File: config.mk
export PLATFORM = sky130hd
export DESIGN_NAME = dig_clock_core
export DESIGN_NICKNAME = d
export VERILOG_FILES = /design/src/rtl/dig_clock_pkg.sv /design/src/rtl/dig_clock_core_tick_prescaler.sv /design/src/rtl/dig_clock_core.sv
export SDC_FILE = /design/constraint.sdc
export NUM_CORES = 1
export LEC_CHECK = 0
export CAP_MARGIN = 0
export CORE_MARGIN = 2
export CORE_UTILIZATION = 47
export CTS_CLUSTER_SIZE = 30
export DETAILED_ROUTE_END_ITERATION = 8
export PLACE_DENSITY = 0.76
export SYNTH_ARGS = -nofsm -noshare
export SYNTH_HDL_FRONTEND = slang
export SYNTH_SLANG_ARGS = --single-unit
export TNS_END_PERCENT = 10
File: constraint.sdc
create_clock -name i_clk -period 2.1 [get_ports i_clk]
set_input_delay 0.42 -clock i_clk [delete_from_list [all_inputs] [get_ports i_clk]]
set_output_delay 0.42 -clock i_clk [all_outputs]
set_load 0.02 [all_outputs]
File: src/rtl/dig_clock_pkg.sv
// Shared types and constants for the time-of-day counter.
package dig_clock_pkg;

  localparam int SEC_MAX  = 59;
  localparam int MIN_MAX  = 59;
  localparam int HR_MAX   = 23;
  localparam int HR12_MAX = 12;

  typedef struct packed {
    logic [4:0] h;
    logic [5:0] m;
    logic [5:0] s;
  } tod_t;

  // Maps an internal 0..23 hour to {pm, 1..12}.
  function automatic logic [5:0] to_12h(input logic [4:0] hour);
    logic [4:0] h12;
    logic       pm;
    pm = (hour >= 5'(HR12_MAX));
    if (hour == 5'd0)
      h12 = 5'(HR12_MAX);
    else if (hour > 5'(HR12_MAX))
      h12 = hour - 5'(HR12_MAX);
    else
      h12 = hour;
    return {pm, h12};
  endfunction

endpackage

File: src/rtl/dig_clock_core_tick_prescaler.sv
// Divides the system clock down to a one-cycle tick every TICK_DIV cycles.
module tick_prescaler #(
  parameter int TICK_DIV = 100_000_000
) (
  input  logic i_clk,
  input  logic i_reset,
  input  logic i_run,
  input  logic i_clr,
  output logic o_tick
);

  localparam int PS_W = $clog2(TICK_DIV) + 1;
  localparam logic [PS_W-1:0] TC = PS_W'(TICK_DIV - 1);

  logic [PS_W-1:0] r_cnt;
  logic            w_tc;

  assign w_tc   = (r_cnt == TC);
  assign o_tick = i_run & w_tc;

  // Free-running count 0..TICK_DIV-1, frozen when not running, cleared by a load.
  always_ff @(posedge i_clk) begin
    if (!i_reset)
      r_cnt <= '0;
    else if (i_clr)
      r_cnt <= '0;
    else if (i_run)
      r_cnt <= w_tc ? '0 : r_cnt + 1'b1;
  end

endmodule

File: src/rtl/dig_clock_core.sv
// Time-of-day counter: prescaled 1 Hz tick, 24 h internal state, 12/24 h display,
// validated time load. Optional alarm enabled with DIG_CLOCK_ALARM_EN.
module dig_clock_core
  import dig_clock_pkg::*;
#(
  parameter int TICK_DIV = 100_000_000
) (
  input  logic       i_clk,
  input  logic       i_reset,
  input  logic       i_run,
  input  logic       i_mode,
  input  logic       i_load_valid,
  output logic       o_load_ready,
  input  logic [5:0] i_s_in,
  input  logic [5:0] i_m_in,
  input  logic [4:0] i_h_in,
  input  logic       i_pm_in,
  output logic       o_load_err,
  output logic [5:0] o_seconds,
  output logic [5:0] o_minutes,
  output logic [4:0] o_hours,
  output logic       o_pm,
  output logic       o_sec_tick,
  output logic       o_day_wrap,
  input  logic       i_alarm_wr,
  input  logic [4:0] i_alarm_h,
  input  logic [5:0] i_alarm_m,
  input  logic       i_alarm_arm,
  output logic       o_alarm_hit
);

  tod_t       r_tod;
  logic       r_load_ready;
  logic       r_load_err;
  logic       r_sec_tick;
  logic       r_day_wrap;

  tod_t       w_next;
  tod_t       w_load_tod;
  logic       w_wrap;
  logic       w_tick;
  logic       w_accept;
  logic       w_load_ok;
  logic       w_tick_apply;
  logic [5:0] w_hr12;

  assign w_accept     = i_load_valid & r_load_ready;
  // Any accepted load, good or bad, swallows a coincident tick.
  assign w_tick_apply = w_tick & ~w_accept;

  tick_prescaler #(.TICK_DIV(TICK_DIV)) u_prescaler (
    .i_clk   (i_clk),
    .i_reset (i_reset),
    .i_run   (i_run),
    .i_clr   (w_accept & w_load_ok),
    .o_tick  (w_tick)
  );

  // Next time-of-day with all carries resolved in one step.
  always_comb begin
    w_next = r_tod;
    w_wrap = 1'b0;
    if (r_tod.s == 6'(SEC_MAX)) begin
      w_next.s = '0;
      if (r_tod.m == 6'(MIN_MAX)) begin
        w_next.m = '0;
        if (r_tod.h == 5'(HR_MAX)) begin
          w_next.h = '0;
          w_wrap   = 1'b1;
        end else begin
          w_next.h = r_tod.h + 1'b1;
        end
      end else begin
        w_next.m = r_tod.m + 1'b1;
      end
    end else begin
      w_next.s = r_tod.s + 1'b1;
    end
  end

  // Range check and conversion of the load request into 24 h form.
  always_comb begin
    w_load_tod.s = i_s_in;
    w_load_tod.m = i_m_in;
    w_load_tod.h = i_h_in;
    w_load_ok    = (i_s_in <= 6'(SEC_MAX)) && (i_m_in <= 6'(MIN_MAX));
    if (i_mode) begin
      w_load_ok    = w_load_ok && (i_h_in >= 5'd1) && (i_h_in <= 5'(HR12_MAX));
      w_load_tod.h = ((i_h_in == 5'(HR12_MAX)) ? 5'd0 : i_h_in) +
                     (i_pm_in ? 5'(HR12_MAX) : 5'd0);
    end else begin
      w_load_ok    = w_load_ok && (i_h_in <= 5'(HR_MAX));
    end
  end

  // Time state and status pulses; reset beats load, load beats tick.
  always_ff @(posedge i_clk) begin
    if (!i_reset) begin
      r_tod        <= '0;
      r_load_ready <= 1'b0;
      r_load_err   <= 1'b0;
      r_sec_tick   <= 1'b0;
      r_day_wrap   <= 1'b0;
    end else begin
      r_load_ready <= 1'b1;
      r_load_err   <= 1'b0;
      r_sec_tick   <= 1'b0;
      r_day_wrap   <= 1'b0;
      if (w_accept) begin
        if (w_load_ok)
          r_tod <= w_load_tod;
        else
          r_load_err <= 1'b1;
      end else if (w_tick) begin
        r_tod      <= w_next;
        r_sec_tick <= 1'b1;
        r_day_wrap <= w_wrap;
      end
    end
  end

  assign w_hr12       = to_12h(r_tod.h);
  assign o_seconds    = r_tod.s;
  assign o_minutes    = r_tod.m;
  assign o_hours      = i_mode ? w_hr12[4:0] : r_tod.h;
  assign o_pm         = i_mode & w_hr12[5];
  assign o_load_ready = r_load_ready;
  assign o_load_err   = r_load_err;
  assign o_sec_tick   = r_sec_tick;
  assign o_day_wrap   = r_day_wrap;

`ifdef DIG_CLOCK_ALARM_EN
  logic [4:0] r_alarm_h;
  logic [5:0] r_alarm_m;
  logic       r_alarm_hit;
  logic       w_alarm_match;

  assign w_alarm_match = (w_next.h == r_alarm_h) && (w_next.m == r_alarm_m) &&
                         (w_next.s == 6'd0);

  // Alarm setpoint capture and hit detection on tick-driven arrival only.
  always_ff @(posedge i_clk) begin
    if (!i_reset) begin
      r_alarm_h   <= '0;
      r_alarm_m   <= '0;
      r_alarm_hit <= 1'b0;
    end else begin
      if (i_alarm_wr && (i_alarm_h <= 5'(HR_MAX)) && (i_alarm_m <= 6'(MIN_MAX))) begin
        r_alarm_h <= i_alarm_h;
        r_alarm_m <= i_alarm_m;
      end
      r_alarm_hit <= w_tick_apply & i_alarm_arm & w_alarm_match;
    end
  end

  assign o_alarm_hit = r_alarm_hit;
`else
  logic w_unused_alarm;
  assign w_unused_alarm = ^{i_alarm_wr, i_alarm_h, i_alarm_m, i_alarm_arm, w_tick_apply};
  assign o_alarm_hit    = 1'b0;
`endif

endmodule

Word-level counts from Yosys, hierarchy flattened
Cells that the tools add are included.

Flip-flop bits (word level): 49. Latch bits: 0. RAM bits: 0. Bits in read-only memories: 0. Output and inout port bits: 23. Word-level logic and storage cells: 70. Memories kept: 0.

Add/subtract/negate cells: 6. Multipliers: 0. Divide/modulo/power cells: 0. Order comparisons: 7. Eq/ne operators: 6. Shift-type cells: 0. Muxes and demuxes: 20. Bitwise gates (word level): 8. Reductions and logical operators: 15.

Operators by type and width (count): 17-bit 2-to-1 mux (3); 5-bit 2-to-1 mux (7); 28-bit by 1-bit adder with 28-bit output, second input constant (1); 28-bit by 27-bit equality test with 1-bit output, second input constant (1); 28-bit 2-to-1 mux (1); 6-bit by 1-bit adder with 6-bit output, second input constant (2); 6-bit equality test, second input constant (2); 6-bit <= comparator, second input constant (2); 6-bit 2-to-1 mux (2); 11-bit 2-to-1 mux (1); 2-bit nonzero test (3); 5-bit by 1-bit adder with 5-bit output, second input constant (1); 5-bit by 4-bit adder with 5-bit output (1); 5-bit by 4-bit equality test with 1-bit output, second input constant (1); 5-bit equality test, second input constant (1); 5-bit by 1-bit greater-or-equal comparator with 1-bit output, second input constant (1); 5-bit by 4-bit greater-or-equal comparator with 1-bit output, second input constant (1); 5-bit by 4-bit > comparator with 1-bit output, second input constant (1); 5-bit by 4-bit <= comparator with 1-bit output, second input constant (1); 5-bit <= comparator, second input constant (1); 5-bit logical NOT (1); 1-bit 2-to-1 mux (5); 5-bit OR reduction (1); 5-bit by 4-bit subtractor with 5-bit output, second input constant (1); other kinds (9) (20).

Depth between registers and ports, before layout
Word-level depth: 7. Gate-level depth with buffers: 10. Gate-level depth less buffers: 10.

Hierarchy
From an unflattened synthesis, not the netlist that was laid out.

Cells, all modules: 359. Area total of the unflattened synthesis: 3007.9 um^2.

Modules (own cells, without submodules): dig_clock_core (times used 1, cells each 210, area each 1680.4 um^2, sequential area each 420.4 um^2); tick_prescaler (times used 1, cells each 149, area each 1327.5 um^2, sequential area each 560.5 um^2).

Worst setup path after synthesis
OpenSTA, ideal clock, no wires.

Path kind: register to register. Start: reg u_prescaler.r_cnt[0]. End: reg r_tod (netlist bit o_seconds[4]). Arrival: 1.899 ns. Required time: 1.968 ns. Path slack: 0.069 ns. Stages on the path, launching flop included: 8. Buffers on the path: 1. Period minus slack after synthesis: 2.031 ns. Path through: dfxtp_1 ha_1 nand4_1 or2_4 or4_4 buf_6 a222oi_1 nor3_1.

Cells in the longest elaborated chain, start to end: 4.

Ends and longest elaborated chain: start: declaration (line dig_clock_core_tick_prescaler.sv:15) `logic [PS_W-1:0] r_cnt;`; start signal: assignment (line dig_clock_core_tick_prescaler.sv:28) `r_cnt <= w_tc ? '0 : r_cnt + 1'b1;`; 28-bit by 27-bit equality test with 1-bit output (line dig_clock_core_tick_prescaler.sv:18) `assign w_tc = (r_cnt == TC);`; 1-bit bitwise AND (line dig_clock_core_tick_prescaler.sv:19) `assign o_tick = i_run & w_tc;`; 2-bit nonzero test (no line); 2-bit AND reduction (no line); end signal: assignment (line dig_clock_core.sv:111) `r_tod <= w_load_tod;`; end signal: assignment (line dig_clock_core.sv:115) `r_tod <= w_next;`; end: declaration (line dig_clock_core.sv:32) `tod_t r_tod;`.

Every way passes these cells. A chain may end at the register's enable or synchronous reset.

Worst setup path after layout
Start: in i_mode. End: out o_hours[4].

Cells in the longest elaborated chain, start to end: 1.

Ends and longest elaborated chain: start: declaration (line dig_clock_core.sv:11) `input logic i_mode,`; 5-bit 2-to-1 mux (line dig_clock_core.sv:125) `assign o_hours = i_mode ? w_hr12[4:0] : r_tod.h;`; end: declaration (line dig_clock_core.sv:21) `output logic [4:0] o_hours,`.

Every way passes these cells.

==> metrics.md <==
| Metric | Value |
|---|---|
| DR DRC count | `0` |
| Net Count, Synth | `421` |
| Syn avg cell area | `8.06 um2` |
| Post-route minimum period | `2.04 ns` |
| TritonCTS Sinks | `49` |
| First-pass GRT wire length | `13,300 um` |
| Top cell type's share of synthesized area | `32.4%` |
| Final net count | `513` |
| Core ar. | `0.00628 mm2` |
| Cell count after synthesis | `375` |
| Pre-CTS setup slack | `-0.487 ns` |
| Top-count cell post-synth | `dfxtp_1` |
| Dpl cells | `535` |
| Crit path cell chain | `clkdlybuf4s50_1 > inv_1 > a2111o_1 > o21ai_0 > buf_2` |
| Total negative slack | `0 ns` |
| Number of synthesized flops with an enable pin | `0` |
| Cell taking the most area after synthesis | `dfxtp_1` |
| Delay-heaviest family, CP | `buffers and inverters` |
| Yosys cell types | `58` |
| Crit path kind | `in -> out` |
| Initial DRT Pass Iterations | `4` |
| Layout cells sized above 1 | `22.2%` |
| Final setup viols | `0` |
| Top FF cell, synth | `dfxtp_1` |
| Ys Warns | `0` |
| Half-perimeter wire length after placement | `6000 um` |
| Power per cell area | `505 mW/mm2` |
| Tightest Pin Transition | `0.557 ns` |
| Vias in the first global route | `2,944` |
| Die width | `84.2 um` |
| Outcome | `completed` |
| WL/cell | `14.8 um` |
| CTS tree | `done` |
| Full die area | `0.00709 mm2` |
| FF+latch count, synth | `49` |
| Hold Fails Final Rpt | `0` |
| RSZ-0062 raised after global routing | `yes` |
| Worst-case clock skew | `0.00955 ns` |
| Largest net degree at the start of global routing | `28` |
| WL final | `8060 um` |
| Worst VDD drop | `0.322 mV` |
| Seq/Total Area, Yosys | `32.4%` |
| Worst Path Required | `1.68 ns` |
| Mapped cell area | `0.00302 mm2` |
| Max Cap Viol | `0` |
| Largest stage delay on the critical path | `0.49 ns` |
| Cell Count, Final, Fillers Out | `545` |
| Max Transition Viols Final | `0` |
| Setup ws final | `0.0574 ns` |
| Diode count | `0` |
| Setup crit end kind | `primary output` |
| Area of the multi-input gates | `0.00188 mm2` |
| Total power | `2.06 mW` |
| Die Ht | `84.2 um` |
| IO Count | `59` |
| Skew-Pair Late Insertion Delay | `0.31 ns` |
| Synth top area cells | `dfxtp_1, xnor2_1, nor2_1, nand2_1, ha_1` |
| Final worst-path cycle share | `97.3%` |
| 1st-iter DRT viols | `173` |
| Final Wtd Congestion | `0.892` |
| Initial Utilization | `48.2%` |
| Routed Antenna Nets | `0` |
| FF+latch area | `986 um2` |
| Fraction of registers with async set/reset | `0%` |
| Crit path launch type | `input port` |
| Rows | `29` |
| FMAX | `490 MHz` |
| CTS root buffer | `clkbuf_8` |
| Filler cell count | `523` |
| Leakage | `1.62 nW` |
| CP Buf/Inv Count | `3` |
| Synth cell count leaders | `dfxtp_1, nor2_1, nand2_1, nand3_1, xnor2_1` |
| Area grow syn2layout | `35.1%` |
| Port buffer count | `44` |
| H-tree levels | `2` |
| GRT overflow | `0` |
| Vias per cell | `5.66` |
| Hold Slack | `0.491 ns` |
| CP max FO | `2` |
| CTS buffer count | `5` |
| Crit-path slowest cell | `clkdlybuf4s50_1` |
| Max clock buf depth | `2` |
| Max_slew headroom | `62.8%` |
| Via count | `3,085` |
| Initial antenna violation count | `0` |
| Crit path DAT | `1.62 ns` |
| Worst-path clk slew | `0.09 ns` |
| Hold WC Path Type | `reg -> reg` |
| Gr usage total | `22.4%` |
[kinds of logic (layout without fill, tap and decap cells)]
family | count (synthesis) | after routing | share of synthesized area [%]
other cells | 1 | 1 | 0.124
fa+ha+maj | 10 | 10 | 4.39
simple gates | 177 | 177 | 31.6
mux | 4 | 4 | 1.32
xor+xnor | 29 | 29 | 8.40
buf+inv | 39 | 132 | 6.79
compound gates | 66 | 66 | 15.0
flops | 49 | 49 | 32.4
[placed cells by master, fill, tap and decap left out, types with 5 or more instances in the layout]
cell type        instances
inv_1                   10
nor4_1                   7
dlymetal6s2s_1           5
and4_1                   7
nor2_1                  41
nand2_1                 36
clkbuf_8                 6
o21ai_0                 11
a21oi_1                 14
nor3_1                  12
ha_1                     5
and2_1                   6
and3_1                   9
nand3_1                 20
nand4_1                 15
xor2_1                   9
buf_4                   67
dfxtp_1                 45
clkdlybuf4s50_1         33
xnor2_1                 20
a211oi_1                 5
[report_power, final]
| part | switching (mW) | leakage, nW | internal, mW | total (mW) |
|---|---|---|---|---|
| Combinational | 0.183 | 1.17 | 0.195 | 0.378 |
| Clock | 0.324 | 0.0574 | 0.387 | 0.711 |
| Sequential | 0.0243 | 0.398 | 0.951 | 0.976 |
[worst min-delay path, delay by kind of cell, from the launching register on]
kind             cells  cell delay [ns]
flip-flops           1             0.33
AND/OR/NAND/NOR      1             0.07
AO/OA/AOI/OAI        1             0.05
[what timing repair did]
action,CTS,global route
pin swaps,1,10
buffers inserted,0,2
gates resized for setup,21,25
hold buffers,0,0
endpoints found under the setup margin,11,23
[layer usage]
metal	vias up	global-route usage (%)	routed length [um]	part of all wire [%]
met3	9	4.23	427	5.3
met5	-	0	0	0
li1	1546	-	-	-
met1	1456	28.6	3630	45
met4	0	6.74	81	1.0
met2	74	38.5	3920	49
[through the flow]
| step | cell area (um2) | util (%) |
|---|---|---|
| after CTS | 4040 | 64.3 |
| final | 4090 | 65.1 |
| after detailed placement | 3910 | 62.3 |
| after global routing | 4090 | 65.1 |
| after global placement | 3910 | 62.3 |
| after floorplan | 3020 | - |
[worst paths after layout]
kind / from / to / slack [ns] / cells past startpoint
hold / removal: u_prescaler.r_cnt[1]$_SDFFE_PP0P_ / u_prescaler.r_cnt[1]$_SDFFE_PP0P_ / 0.49 / 2
setup reg to reg: u_prescaler.r_cnt[8]$_SDFFE_PP0P_ / o_seconds[2]$_SDFFE_PN0P_ / 0.11 / 6
setup / recovery: i_mode / o_hours[4] / 0.06 / 5
hold reg to reg: u_prescaler.r_cnt[1]$_SDFFE_PP0P_ / u_prescaler.r_cnt[1]$_SDFFE_PP0P_ / 0.49 / 2
[flip-flops by register name, summed over array words and instances, names as in the netlist]
name,count
o_day_wrap,1
o_load_err,1
o_load_ready,1
o_minutes,6
o_sec_tick,1
o_seconds,6
r_tod,5
u_prescaler.r_cnt,28
[cell type report]
cell class                      count  area share, %
Timing Repair Buffer              113           23.5
Inverter                           11           1.01
Sequential cell                    49           24.1
Clock inverter                      2          0.919
Clock buffer                        6           2.02
Multi-Input combinational cell    287           46.0
Tap cell                           77           2.36
(Power assumes the default switching activity.)
